### config.mk
export PLATFORM = sky130hd
export DESIGN_NAME = fifo_rdpack
export DESIGN_NICKNAME = d
export VERILOG_FILES = /design/src/rtl/fifo_rdpack.sv
export SDC_FILE = /design/constraint.sdc
export NUM_CORES = 1
export LEC_CHECK = 0
export CAP_MARGIN = 20
export CELL_PAD_IN_SITES_DETAIL_PLACEMENT = 1
export CELL_PAD_IN_SITES_GLOBAL_PLACEMENT = 2
export CORE_MARGIN = 2
export CORE_UTILIZATION = 29
export CTS_BUF_LIST = sky130_fd_sc_hd__clkbuf_16
export DETAILED_ROUTE_END_ITERATION = 8
export GPL_TIMING_DRIVEN = 0
export PLACE_DENSITY = 0.77
export SYNTH_ARGS = -nofsm -noshare
export SYNTH_HDL_FRONTEND = slang
export SYNTH_SLANG_ARGS = --single-unit
export TNS_END_PERCENT = 5
### constraint.sdc
create_clock -name i_clk -period 1.6 [get_ports i_clk]
set_input_delay 0.16 -clock i_clk [delete_from_list [all_inputs] [get_ports i_clk]]
set_output_delay 0.16 -clock i_clk [all_outputs]
set_load 0.01 [all_outputs]
### src/rtl/fifo_rdpack.sv
// fifo_rdpack: drains an asynchronous-read FIFO and packs NW words into one wide
// valid/ready beat. A flush pushes out a partial beat tagged with o_last.
module fifo_rdpack #(
    parameter int   BW            = 8,
    parameter int   NW            = 4,
    parameter logic OPT_MSB_FIRST = 1'b0
) (
    input  logic                      i_clk,
    input  logic                      i_reset,
    output logic                      o_rd,
    input  logic                      i_empty,
    input  logic [BW-1:0]             i_data,
    input  logic                      i_flush,
    output logic                      o_valid,
    input  logic                      i_ready,
    output logic [BW*NW-1:0]          o_data,
    output logic [$clog2(NW):0]       o_count,
    output logic                      o_last,
    output logic                      o_busy
);
    localparam int LGNW = $clog2(NW);
    localparam int CW   = LGNW + 1;
    localparam int W    = BW * NW;
    localparam logic [LGNW-1:0] LAST_LANE = LGNW'(NW - 1);

    logic [W-1:0]    acc_q, acc_d, acc_ins;
    logic [LGNW-1:0] cnt_q, cnt_d, lane;
    logic            flush_pend_q, flush_pend_d;
    logic            valid_q, valid_d;
    logic [W-1:0]    data_q, data_d;
    logic [CW-1:0]   count_q, count_d;
    logic            last_q, last_d;
    logic            out_free, rd;

    always_comb begin
        out_free = !valid_q || i_ready;
        // The pop completing a beat needs the output register free to land in.
        rd = !i_reset && !i_empty && !flush_pend_q &&
             ((cnt_q != LAST_LANE) || out_free);
        lane = OPT_MSB_FIRST ? (LAST_LANE - cnt_q) : cnt_q;

        acc_ins = acc_q;
        for (int i = 0; i < NW; i++) begin
            if (lane == LGNW'(i)) acc_ins[i*BW +: BW] = i_data;
        end

        acc_d        = acc_q;
        cnt_d        = cnt_q;
        flush_pend_d = flush_pend_q;
        valid_d      = valid_q && !i_ready;
        data_d       = data_q;
        count_d      = count_q;
        last_d       = last_q;

        if (rd) begin
            if (cnt_q == LAST_LANE) begin
                valid_d = 1'b1;
                data_d  = acc_ins;
                count_d = CW'(NW);
                last_d  = 1'b0;
                acc_d   = '0;
                cnt_d   = '0;
            end else begin
                acc_d = acc_ins;
                cnt_d = cnt_q + 1'b1;
            end
        end

        if (i_flush && !flush_pend_q) flush_pend_d = 1'b1;

        // Pops are blocked while pending, so acc/cnt are stable here.
        if (flush_pend_q) begin
            if (cnt_q == '0) begin
                flush_pend_d = 1'b0;
            end else if (out_free) begin
                valid_d      = 1'b1;
                data_d       = acc_q;
                count_d      = {1'b0, cnt_q};
                last_d       = 1'b1;
                acc_d        = '0;
                cnt_d        = '0;
                flush_pend_d = 1'b0;
            end
        end
    end

    always_ff @(posedge i_clk) begin
        if (i_reset) begin
            acc_q        <= '0;
            cnt_q        <= '0;
            flush_pend_q <= 1'b0;
            valid_q      <= 1'b0;
            data_q       <= '0;
            count_q      <= '0;
            last_q       <= 1'b0;
        end else begin
            acc_q        <= acc_d;
            cnt_q        <= cnt_d;
            flush_pend_q <= flush_pend_d;
            valid_q      <= valid_d;
            data_q       <= data_d;
            count_q      <= count_d;
            last_q       <= last_d;
        end
    end

    assign o_rd    = rd;
    assign o_valid = valid_q;
    assign o_data  = data_q;
    assign o_count = count_q;
    assign o_last  = last_q;
    assign o_busy  = (cnt_q != '0) || flush_pend_q;

endmodule
==> parameters.txt, run 1 <==
Parameter                              Value

Drt
  Total Wirelength ... 10.8 mm
  Vias ... 2965
  Avg WL per Cell ... 18.8 um
  Remaining DRCs ... 0
  Drt pass-1 iters ... 5
  Vias/cell ... 5.18
  Detail Route Antenna Nets ... 0
  Number of DRC markers after the initial detailed-route iteration ... 109

Global route
  Maximum number of pins on one net before global-route repair ... 13
  Via count of the first global-routing pass ... 2947
  Overall global routing resource usage ... 17.6%
  First-pass GRT wire length ... 15.6 mm
  Residual overflow from global routing ... 0
  Number of antenna violations at the first check in global routing ... 0

Layout
  Final Instance Area ... 5030 um2
  Syn-to-layout area delta ... 60.0%
  # nets final ... 448
  Layout cells sized above 1 ... 42.8%
  Post-layout util ... 47.0%
  Number of diodes added for antenna fixing ... 0

STA
  Hold Vio Cnt, Final ... 0
  Final TNS setup ... -1.06 ns
  PnR worst setup slack ... -0.0723 ns
  Final number of setup-violating endpoints ... 36
  Number of max-slew violations in the final report ... 0
  Highest achievable clock rate ... 0.598 GHz
  Post-layout min period ... 1.67 ns
  Setup repair after global routing missed its margin ... true
  Fraction of the cycle the final worst path needs ... 105%
  Worst-margin pin slew ... 0.455 ns
  Max-Slew Margin vs Limit ... 69.6%
  Final worst clock skew ... 0.00367 ns

Run status
  Failing checks ... negative setup slack
  Run status ... complete, but fails checks

Clock tree
  Clock latency at the later pin of the worst-skew pair ... 0.34 ns
  Number of levels the H-tree was split into ... 3
  CTS clock-pin slew for the worst setup and hold paths ... 0.06 ns
  Num Clock Sinks ... 72
  Hold buffers post-CTS ... 0
  Cell chosen for the clock root ... sky130_fd_sc_hd__clkbuf_16
  Maximum clock path buffer count ... 2
  CTS tree ... done
  CTS buffer count ... 9

Yosys
  Post-synth EDFFs ... 0
  Flops & latches, synth ... 72
  Most frequent cell after synthesis ... sky130_fd_sc_hd__dfxtp_1
  Most numerous cell types in the synthesized netlist ... sky130_fd_sc_hd__dfxtp_1 (72), sky130_fd_sc_hd__nor2_1 (59), sky130_fd_sc_hd__mux2_2 (28), sky130_fd_sc_hd__nor3_1 (28), sky130_fd_sc_hd__o221ai_1 (28)
  Unique cell type count in the Yosys netlist ... 31
  Syn Area/Cell ... 9.41 um2
  Number of warning messages in the yosys log ... 0
  Cell Area, Synth ... 3140 um2
  Cells taking the most area after synthesis ... sky130_fd_sc_hd__dfxtp_1 (46%), sky130_fd_sc_hd__mux2_2 (10%), sky130_fd_sc_hd__o221ai_1 (7.8%)
  Portion of synthesized cell area occupied by the leading cell type ... 45.8%
  Area leader, netlist ... sky130_fd_sc_hd__dfxtp_1
  Synth Net Count ... 355
  Ys flop type ... sky130_fd_sc_hd__dfxtp_1
  Async S/R FF share, synth ... 0%
  Cell count after synthesis ... 334
  Sequential area share after synthesis ... 45.8%

Placed design
  Last weighted congestion value of the routability-driven placer ... 0.762
  Placed wire-length estimate ... 6.54 mm
  Count of port buffers added during placement ... 51
  Area after detailed placement ... 3830 um2

Pwr
  Max IR drop VDD ... 0.000504 V
  Pleak ... 0.00185 uW
  Power density over the cells ... 886 nW/um2

Min path
  Hold Path Cell Cnt ... 2
  Class of the tightest hold or removal check ... reg -> reg

Worst setup path
  Critical Path Sink Type ... output pin
  Arrival time at the worst endpoint ... 1.51 ns
  R2r worst-path depth ... 8
  Required time of the worst setup path ... 1.44 ns
  Largest driver fanout on the critical path ... 4
  Category of the critical setup timing path ... reg -> out
  Critical path launch point type ... flip-flop

Floorplan
  Top-Level Pins ... 52
  Number of rows created at floorplan ... 38
  Core ar. ... 10700 um2
  Die Width ... 108 um
  Die Area ... 11700 um2
  Starting density of the core ... 29.4%
  Vertical extent of the die ... 108 um

Run
  Number of max-cap violations ... 0
## where the power goes
group / internal [uW] / total, uW / switching, uW
clock network: 1190 / 1990 / 800
registers: 1840 / 1880 / 41.4
logic: 301 / 589 / 288
total: 3330 / 4460 / 1130
## cells in the final DEF, fill, tap and decap left out, types with 5 or more instances in the layout
cell | netlist | final
sky130_fd_sc_hd__clkdlybuf4s50_1 | 0 | 49
sky130_fd_sc_hd__buf_12 | 0 | 5
sky130_fd_sc_hd__clkbuf_16 | 0 | 10
sky130_fd_sc_hd__dfxtp_1 | 72 | 69
sky130_fd_sc_hd__o221ai_2 | 0 | 22
sky130_fd_sc_hd__a22oi_2 | 0 | 9
sky130_fd_sc_hd__buf_4 | 1 | 26
sky130_fd_sc_hd__mux2_2 | 28 | 28
sky130_fd_sc_hd__buf_8 | 0 | 11
sky130_fd_sc_hd__nor2_1 | 59 | 59
sky130_fd_sc_hd__nand2_1 | 12 | 11
sky130_fd_sc_hd__buf_6 | 1 | 7
sky130_fd_sc_hd__nor3_2 | 0 | 21
sky130_fd_sc_hd__a22oi_1 | 24 | 15
sky130_fd_sc_hd__a21oi_1 | 14 | 10
sky130_fd_sc_hd__o221ai_1 | 28 | 6
sky130_fd_sc_hd__nor3_1 | 28 | 5
## sequential cells by signal, summed over array words and instances, names as in the netlist
name / cells
cnt_q: 2
o_valid: 1
o_count: 3
o_data: 32
o_last: 1
acc_q: 32
flush_pend_q: 1
## kinds of logic (layout without fill, tap and decap cells)
logic type | count (synthesis) | in the layout | synth area share, %
AND/OR/NAND/NOR | 124 | 124 | 18.7
AO/OA/AOI/OAI | 72 | 72 | 17.5
flip-flops | 72 | 72 | 45.8
multiplexers | 29 | 29 | 10.3
buffers and inverters | 29 | 127 | 4.50
adder cells (fa/ha/maj) | 8 | 8 | 3.18
## final cells by class
| type | instances | area, um2 |
|---|---|---|
| sequential | 72 | 1450 |
| buffer | 23 | 264 |
| clock buffer | 9 | 225 |
| inverter | 5 | 26.3 |
| timing repair buffer | 83 | 826 |
| clock inverter | 7 | 62.6 |
| multi-input combinational | 233 | 2000 |
| tap | 140 | 175 |
| fill | 1169 | 5670 |
## path summary, 6_finish.rpt
check                        start                    end  slack, ns
max reg2reg    cnt_q[1]$_SDFF_PP0_  o_data[29]$_SDFF_PP0_      -0.07
min reg2reg  o_count[2]$_SDFF_PP0_  o_count[2]$_SDFF_PP0_       0.44
min          o_count[2]$_SDFF_PP0_  o_count[2]$_SDFF_PP0_       0.44
max            cnt_q[1]$_SDFF_PP0_                   o_rd      -0.07
## worst max-delay path: stages, from the launching register on
cell,delay [ns]
sky130_fd_sc_hd__dfxtp_4,0.40
sky130_fd_sc_hd__ha_4,0.14
sky130_fd_sc_hd__nand3b_1,0.16
sky130_fd_sc_hd__buf_6,0.18
sky130_fd_sc_hd__nand2_4,0.06
sky130_fd_sc_hd__buf_8,0.10
sky130_fd_sc_hd__inv_2,0.03
sky130_fd_sc_hd__buf_6,0.11
## per-layer routing
metal	wire length [um]	vias up	global-route usage [%]
li1	-	1406	-
met1	4990	1499	24.1
met2	5360	49	27.9
met3	295	11	3.32
met4	119	0	5.95
met5	0	-	0
## repair_timing
item	in CTS	in global routing
pin swaps	4	16
setup buffers	17	14
endpoints found under the setup margin	72	71
gates cloned	0	1
gates resized for setup	71	82
## metrics by stage
step           worst slack [ns]  instances  total power, uW  hold WS (ns)
6_report                -0.0723        572             4460         0.443
3_3_place_gp             -0.543        525             2330         0.441
2_1_floorplan           0.00309        334             2150         0.304
3_5_place_dp             -0.551        525             2340         0.444
4_1_cts                  -0.129        558             4350         0.446
5_1_grt                  -0.133        572             4600         0.485
Note: power is estimated with default switching activity, not from simulation.
==> inputs of run 2 (changes only) <==
- CORE_UTILIZATION: 29 -> 32
- PLACE_DENSITY: 0.77 -> 0.81
- clock period: 1.6 -> 1.82 ns (I/O delays scaled with it)
==> run 2 against run 1 <==
  * The flow still finishes with violations (negative setup slack)
  * Critical path depth grew 1
  * Critical endpoint unchanged
  * Total power decreased by 16%
  * Worst hold slack improved by 0.0046 ns
  * Largest power group unchanged
  * Wire length is 6.2% lower
  * Cell area is 11% lower
  * Clock power shrank 15%
  * Highest routed layer unchanged
  * First-iteration DRC count rose by 4.6%
  * Register-to-register slack better by 0.12 ns
==> parameters.txt, run 2 (synthesis results as in run 1) <==
Parameter                              Value

Floorplan
  Core ar. ... 9640 um2 (-9.9%)
  Starting density of the core ... 32.6% (+3.2 points)
  Die Width ... 103 um (-4.6%)
  Vertical extent of the die ... 103 um (-4.6%)
  Die Area ... 10600 um2 (-9.0%)
  Number of rows created at floorplan ... 36 (-5.3%)
  Top-Level Pins ... 52 (unchanged)

Worst setup path
  Critical path launch point type ... flip-flop
  Category of the critical setup timing path ... reg -> out
  Required time of the worst setup path ... 1.64 ns (+0.20 ns)
  R2R Setup Slk ... 0.05 ns (+0.12 ns)
  Critical Path Sink Type ... output pin
  Worst flop-to-flop path endpoint ... acc_q[13]$_SDFF_PP0_
  R2r worst-path depth ... 6 (-2)
  Largest driver fanout on the critical path ... 7 (+3)
  Arrival time at the worst endpoint ... 1.64 ns (+0.13 ns)
  Launch point of the worst reg-to-reg path ... cnt_q[0]$_SDFF_PP0_

Global route
  Via count of the first global-routing pass ... 2811 (-4.6%)
  Maximum number of pins on one net before global-route repair ... 12 (-1)
  First-pass GRT wire length ... 15.4 mm (-1.7%)
  Number of antenna violations at the first check in global routing ... 0 (unchanged)
  Overall global routing resource usage ... 19.3% (+1.6 points)
  Residual overflow from global routing ... 0 (unchanged)

Clock tree
  Num Clock Sinks ... 72 (unchanged)
  CTS tree ... done
  Hold buffers post-CTS ... 0 (unchanged)
  Clock latency at the later pin of the worst-skew pair ... 0.34 ns (about the same)
  CTS buffer count ... 9 (unchanged)
  Cell chosen for the clock root ... sky130_fd_sc_hd__clkbuf_16
  Maximum clock path buffer count ... 2 (unchanged)
  Number of levels the H-tree was split into ... 3 (unchanged)
  CTS clock-pin slew for the worst setup and hold paths ... 0.05 ns (about the same)

Pwr
  PnR Total Power ... 3770 uW (-16%)
  Power density over the cells ... 840 nW/um2 (-5.2%)
  Pleak ... 0.00168 uW (-9.4%)
  Max IR drop VDD ... 0.000399 V (-21%)

STA
  PnR worst setup slack ... -0.00566 ns (+0.0667 ns)
  Setup repair after global routing missed its margin ... true
  Highest achievable clock rate ... 0.548 GHz
  Post-layout min period ... 1.83 ns
  Worst-margin pin slew ... 0.523 ns (+0.0675 ns)
  Max-Slew Margin vs Limit ... 65.1% (-4.4 points)
  Hold Vio Cnt, Final ... 0 (unchanged)
  Fraction of the cycle the final worst path needs ... 100%
  Final worst clock skew ... 0.00890 ns (+0.00523 ns)
  Final number of setup-violating endpoints ... 1 (-97%)
  Number of max-slew violations in the final report ... 0 (unchanged)

Placed design
  Placed wire-length estimate ... 6.45 mm (-1.3%)
  Area after detailed placement ... 3820 um2 (-0.36%)
  Last weighted congestion value of the routability-driven placer ... 0.758 (-0.46%)
  Count of port buffers added during placement ... 51 (unchanged)

Drt
  Number of DRC markers after the initial detailed-route iteration ... 114 (+4.6%)
  Vias ... 2848 (-3.9%)
  Drt pass-1 iters ... 4 (-1)
  Detail Route Antenna Nets ... 0 (unchanged)
  Total Wirelength ... 10.1 mm (-6.2%)
  Remaining DRCs ... 0 (unchanged)
  Vias/cell ... 5.20 (+0.26%)
  Avg WL per Cell ... 18.4 um (-2.1%)

Layout
  # nets final ... 432 (-3.6%)
  Syn-to-layout area delta ... 42.6%
  Fill cell total of the finished layout ... 1098 (-6.1%)
  Most used cells in the layout excluding fill and tap cells ... sky130_fd_sc_hd__dfxtp_1 (70), sky130_fd_sc_hd__nor2_1 (59), sky130_fd_sc_hd__clkdlybuf4s50_1 (49)
  Layout cells sized above 1 ... 28.7% (-14 points)
  Post-layout util ... 46.5% (-0.52 points)
  Leading cell type in the layout, fill and taps excluded ... sky130_fd_sc_hd__dfxtp_1
  Register area ... 1450 um2 (about the same)
  Final Instance Area ... 4480 um2 (-11%)
  Multi-input gate area in the final layout ... 1730 um2 (-14%)
  Number of diodes added for antenna fixing ... 0 (unchanged)

Run status
  Run status ... complete, but fails checks
  Failing checks ... negative setup slack

Min path
  Terminating pin of the worst hold path ... o_count[2]$_SDFF_PP0_
  Class of the tightest hold or removal check ... reg -> reg
  Hold Path Cell Cnt ... 2 (unchanged)
  Min-delay src ... o_count[2]$_SDFF_PP0_

Run
  Number of max-cap violations ... 0 (unchanged)
[run 2: changes by cell type in the layout (fill, tap and decap cells not counted), moves of 3 or more]
cell / previous run / this run
sky130_fd_sc_hd__buf_8: 11 / 2
sky130_fd_sc_hd__buf_12: 5 / 1
sky130_fd_sc_hd__a21oi_2: 4 / 0
sky130_fd_sc_hd__o221ai_2: 22 / 2
sky130_fd_sc_hd__clkinvlp_4: 4 / 1
sky130_fd_sc_hd__a22oi_2: 9 / 3
sky130_fd_sc_hd__a21oi_1: 10 / 14
sky130_fd_sc_hd__nor3_1: 5 / 12
sky130_fd_sc_hd__nor3_2: 21 / 16
sky130_fd_sc_hd__o221ai_1: 6 / 26
sky130_fd_sc_hd__inv_1: 2 / 5
sky130_fd_sc_hd__a22oi_1: 15 / 21
sky130_fd_sc_hd__clkbuf_2: 4 / 1
[run 2: timing repair]
item,in CTS,in global routing
cloned,0,0
endpoints found under the hold margin,0,0
gates resized for setup,36,43
setup endpoints to repair,72,66
pin swaps,2,2
setup buffers,6,9
[run 2: how the worst max path moves through the flow]
stage	from	end	slack (ns)	depth (start not counted)
2_1_floorplan	cnt_q[0]$_SDFF_PP0_	o_data[24]$_SDFF_PP0_	0.12	8
4_1_cts	cnt_q[1]$_SDFF_PP0_	acc_q[31]$_SDFF_PP0_	-0.06	7
5_1_grt	cnt_q[0]$_SDFF_PP0_	o_rd	-0.07	8
6_report	cnt_q[0]$_SDFF_PP0_	o_rd	-0.006	8
3_5_place_dp	cnt_q[1]$_SDFF_PP0_	o_rd	-0.51	7
3_3_place_gp	cnt_q[0]$_SDFF_PP0_	o_rd	-0.46	7
[run 2: cell type report]
type | instances | share of cell area (%)
multi-input combinational | 233 | 38.6
sequential | 72 | 32.3
timing repair buffer | 66 | 14.2
clock buffer | 9 | 5.02
buffer | 24 | 4.49
tap | 133 | 3.71
clock inverter | 6 | 1.17
inverter | 5 | 0.502
[run 2: metal layers]
layer	part of all wire, %	vias to the layer above	track usage [%]
met5	0	-	0
met4	2.4	0	7.59
met3	2.5	18	2.44
met2	48	61	30.4
met1	47	1397	26.8
li1	-	1372	-
[run 2: worst max-delay path: stages (launching register included)]
cell and delay (ns):
sky130_fd_sc_hd__dfxtp_4 0.38, sky130_fd_sc_hd__ha_2 0.18, sky130_fd_sc_hd__buf_6 0.11, sky130_fd_sc_hd__nand3b_1 0.12, sky130_fd_sc_hd__buf_4 0.17, sky130_fd_sc_hd__nand2_4 0.06, sky130_fd_sc_hd__buf_8 0.12, sky130_fd_sc_hd__inv_1 0.04
sky130_fd_sc_hd__buf_2 0.13
[run 2: report_power, final]
group	internal (uW)	switching (uW)	leakage [uW]
combinational	213	222	0.000952
sequential	1620	31.0	0.000584
clock	1040	650	0.000144
total	2860	903	0.00168
[run 2: stage by stage]
stage | setup WS [ns] | hold slack, ns | TNS [ns] | instances
after detailed placement | -0.507 | 0.443 | -20.84 | 518
after floorplan | 0.117 | 0.326 | 0 | 334
final | -0.00566 | 0.447 | -0.00566 | 548
after global routing | -0.0737 | 0.480 | -0.710 | 548
after CTS | -0.0565 | 0.451 | -0.355 | 539
after global placement | -0.462 | 0.436 | -16.75 | 518
==> inputs of run 3 (changes only) <==
- CORE_MARGIN: 2 -> not set
- SLEW_MARGIN: not set -> 20
==> run 3 against run 2 <==
  * The flow still finishes with violations (negative setup slack)
  * Sequential power barely moved
  * Highest routed layer unchanged
  * First-iteration DRC count is 9.6% lower
  * Non-clock buffer count grew 2
  * Setup slack worse by 0.048 ns
  * Cell area is 4.4% higher
  * Global-route usage increased by 1.8 points
  * Register-to-register slack worse by 0.06 ns
  * Die area fell by 3.8%
==> parameters.txt, run 3 (synthesis results as in run 1) <==
Parameter                              Value

Layout
  Most used cells in the layout excluding fill and tap cells ... sky130_fd_sc_hd__dfxtp_1 (69), sky130_fd_sc_hd__nor2_1 (59), sky130_fd_sc_hd__clkdlybuf4s50_1 (49)
  Final Instance Area ... 4680 um2 (+4.4%)
  Leading cell type in the layout, fill and taps excluded ... sky130_fd_sc_hd__dfxtp_1
  Post-layout util ... 50.0% (+3.5 points)
  Syn-to-layout area delta ... 48.9%
  # nets final ... 434 (+0.46%)
  Number of diodes added for antenna fixing ... 0 (unchanged)
  Layout cells sized above 1 ... 32.3% (+3.6 points)

Floorplan
  Starting density of the core ... 33.6% (+0.93 points)
  Vertical extent of the die ... 101 um (-1.9%)
  Die Area ... 10200 um2 (-3.8%)
  Die Width ... 101 um (-1.9%)
  Number of rows created at floorplan ... 35 (-2.8%)
  Top-Level Pins ... 52 (unchanged)
  Core ar. ... 9370 um2 (-2.8%)

STA
  Setup repair after global routing missed its margin ... true
  Final worst clock skew ... 0.00595 ns (-0.00294 ns)
  Fraction of the cycle the final worst path needs ... 103% (+2.6 points)
  Final number of setup-violating endpoints ... 5 (+4)
  Worst-margin pin slew ... 0.585 ns (+0.0619 ns)
  Fin Hold WS ... 0.461 ns (+0.0132 ns)
  Highest achievable clock rate ... 0.534 GHz (-2.6%)
  Number of max-slew violations in the final report ... 0 (unchanged)
  Post-layout min period ... 1.87 ns (+0.0479 ns)
  PnR worst setup slack ... -0.0536 ns (-0.0479 ns)
  Max-Slew Margin vs Limit ... 61.0% (-4.1 points)
  Hold Vio Cnt, Final ... 0 (unchanged)

Clock tree
  CTS clock-pin slew for the worst setup and hold paths ... 0.06 ns (about the same)
  Hold buffers post-CTS ... 0 (unchanged)
  Clock latency at the later pin of the worst-skew pair ... 0.34 ns (about the same)
  CTS buffer count ... 9 (unchanged)
  CTS tree ... done
  Num Clock Sinks ... 72 (unchanged)
  Number of levels the H-tree was split into ... 3 (unchanged)
  Maximum clock path buffer count ... 2 (unchanged)
  Cell chosen for the clock root ... sky130_fd_sc_hd__clkbuf_16

Run
  Number of max-cap violations ... 0 (unchanged)

Run status
  Run status ... complete, but fails checks
  Failing checks ... negative setup slack

Global route
  First-pass GRT wire length ... 16.0 mm (+4.0%)
  Via count of the first global-routing pass ... 3022 (+7.5%)
  Residual overflow from global routing ... 0 (unchanged)
  Number of antenna violations at the first check in global routing ... 0 (unchanged)
  Overall global routing resource usage ... 21.0% (+1.8 points)
  Maximum number of pins on one net before global-route repair ... 13 (+1)

Drt
  Number of DRC markers after the initial detailed-route iteration ... 103 (-9.6%)
  Vias ... 2934 (+3.0%)
  Detail Route Antenna Nets ... 0 (unchanged)
  Drt pass-1 iters ... 4 (unchanged)
  Vias/cell ... 5.36 (+3.2%)
  Avg WL per Cell ... 18.8 um (+1.8%)
  Total Wirelength ... 10.3 mm (+1.6%)
  Remaining DRCs ... 0 (unchanged)

Placed design
  Placed wire-length estimate ... 6.36 mm (-1.4%)
  Last weighted congestion value of the routability-driven placer ... 0.781 (+3.0%)
  Worst Setup Slack post-DPL ... -0.489 ns (+0.0179 ns)
  Area after detailed placement ... 3820 um2 (-0.13%)
  Count of port buffers added during placement ... 51 (unchanged)

Worst setup path
  Capture point of the worst path ... o_rd
  R2r worst-path depth ... 10 (+4)
  Worst flop-to-flop path endpoint ... o_data[25]$_SDFF_PP0_
  Critical path launch point type ... flip-flop
  Arrival time at the worst endpoint ... 1.69 ns (+0.05 ns)
  Critical Path Sink Type ... output pin
  Start point of the critical path ... cnt_q[0]$_SDFF_PP0_
  R2R Setup Slk ... -0.01 ns (-0.06 ns)
  Launch point of the worst reg-to-reg path ... cnt_q[0]$_SDFF_PP0_
  Category of the critical setup timing path ... reg -> out
  Largest driver fanout on the critical path ... 8 (+1)
  Required time of the worst setup path ... 1.64 ns (about the same)

Pwr
  Power density over the cells ... 907 nW/um2 (+8.0%)
  Max IR drop VDD ... 0.000511 V (+28%)
  Pleak ... 0.00176 uW (+4.9%)

Min path
  Class of the tightest hold or removal check ... reg -> reg
==> run 3: cell count changes in the layout (fill, tap and decap cells not counted), sizes merged <==
cell / before / now
clkinv: 4 / 3
inv: 5 / 4
bufinv: 1 / 4
clkdlybuf4s15: 0 / 1
buf: 35 / 36
==> run 3: area by class of cell <==
cell class | instances | area (um2)
clock inverter | 7 | 134
timing repair buffer | 68 | 654
sequential | 72 | 1450
inverter | 5 | 22.5
multi-input combinational | 233 | 1820
buffer | 24 | 215
fill | 1049 | 4690
tap | 129 | 161
clock buffer | 9 | 225
==> run 3: through the flow <==
stage                     TNS, ns  instances  total power [uW]
after floorplan                 0        334              1890
after global placement     -16.63        514              2050
after detailed placement   -18.74        514              2050
after CTS                  -0.249        542              4240
after global routing        -2.12        547              4390
final                     -0.0844        547              4250
==> run 3: how the worst min path moves through the flow <==
stage / slack [ns] / cells past startpoint / startpoint / endpoint
floorplan: 0.33 / 2 / i_flush / flush_pend_q$_SDFF_PP0_
global placement: 0.43 / 2 / o_count[2]$_SDFF_PP0_ / o_count[2]$_SDFF_PP0_
detailed placement: 0.44 / 2 / o_count[2]$_SDFF_PP0_ / o_count[2]$_SDFF_PP0_
CTS: 0.45 / 2 / o_count[2]$_SDFF_PP0_ / o_count[2]$_SDFF_PP0_
global route: 0.48 / 2 / acc_q[30]$_SDFF_PP0_ / acc_q[30]$_SDFF_PP0_
finish: 0.46 / 2 / acc_q[30]$_SDFF_PP0_ / acc_q[30]$_SDFF_PP0_
==> run 3: repair_timing <==
action,4_1_cts,5_1_grt
buffers inserted,12,5
pin swaps,5,3
gates resized for setup,60,35
setup endpoints to repair,72,65
==> run 3: worst max-delay path, stage by stage, from the launching register on <==
cell and delay (ns):
sky130_fd_sc_hd__dfxtp_4 0.38, sky130_fd_sc_hd__ha_4 0.17, sky130_fd_sc_hd__buf_6 0.12, sky130_fd_sc_hd__nand3b_1 0.11, sky130_fd_sc_hd__buf_4 0.13, sky130_fd_sc_hd__nand2_4 0.05, sky130_fd_sc_hd__buf_8 0.15, sky130_fd_sc_hd__inv_1 0.05
sky130_fd_sc_hd__clkdlybuf4s15_2 0.21
==> run 3: metal layers <==
metal  vias up  track usage [%]  share of wire [%]
li1       1379                -                  -
met1      1479             27.8                 47
met2        65             33.8                 49
met3        11             3.68                2.9
met4         0             9.03                1.7
met5         -                0                  0
==> run 3: power by group <==
part / total (uW) / internal (uW) / leakage (uW) / switching (uW)
registers: 1650 / 1620 / 0.000584 / 34.2
clock network: 2150 / 1470 / 0.000177 / 684
logic: 447 / 221 / 0.00100 / 226
total: 4250 / 3300 / 0.00176 / 944
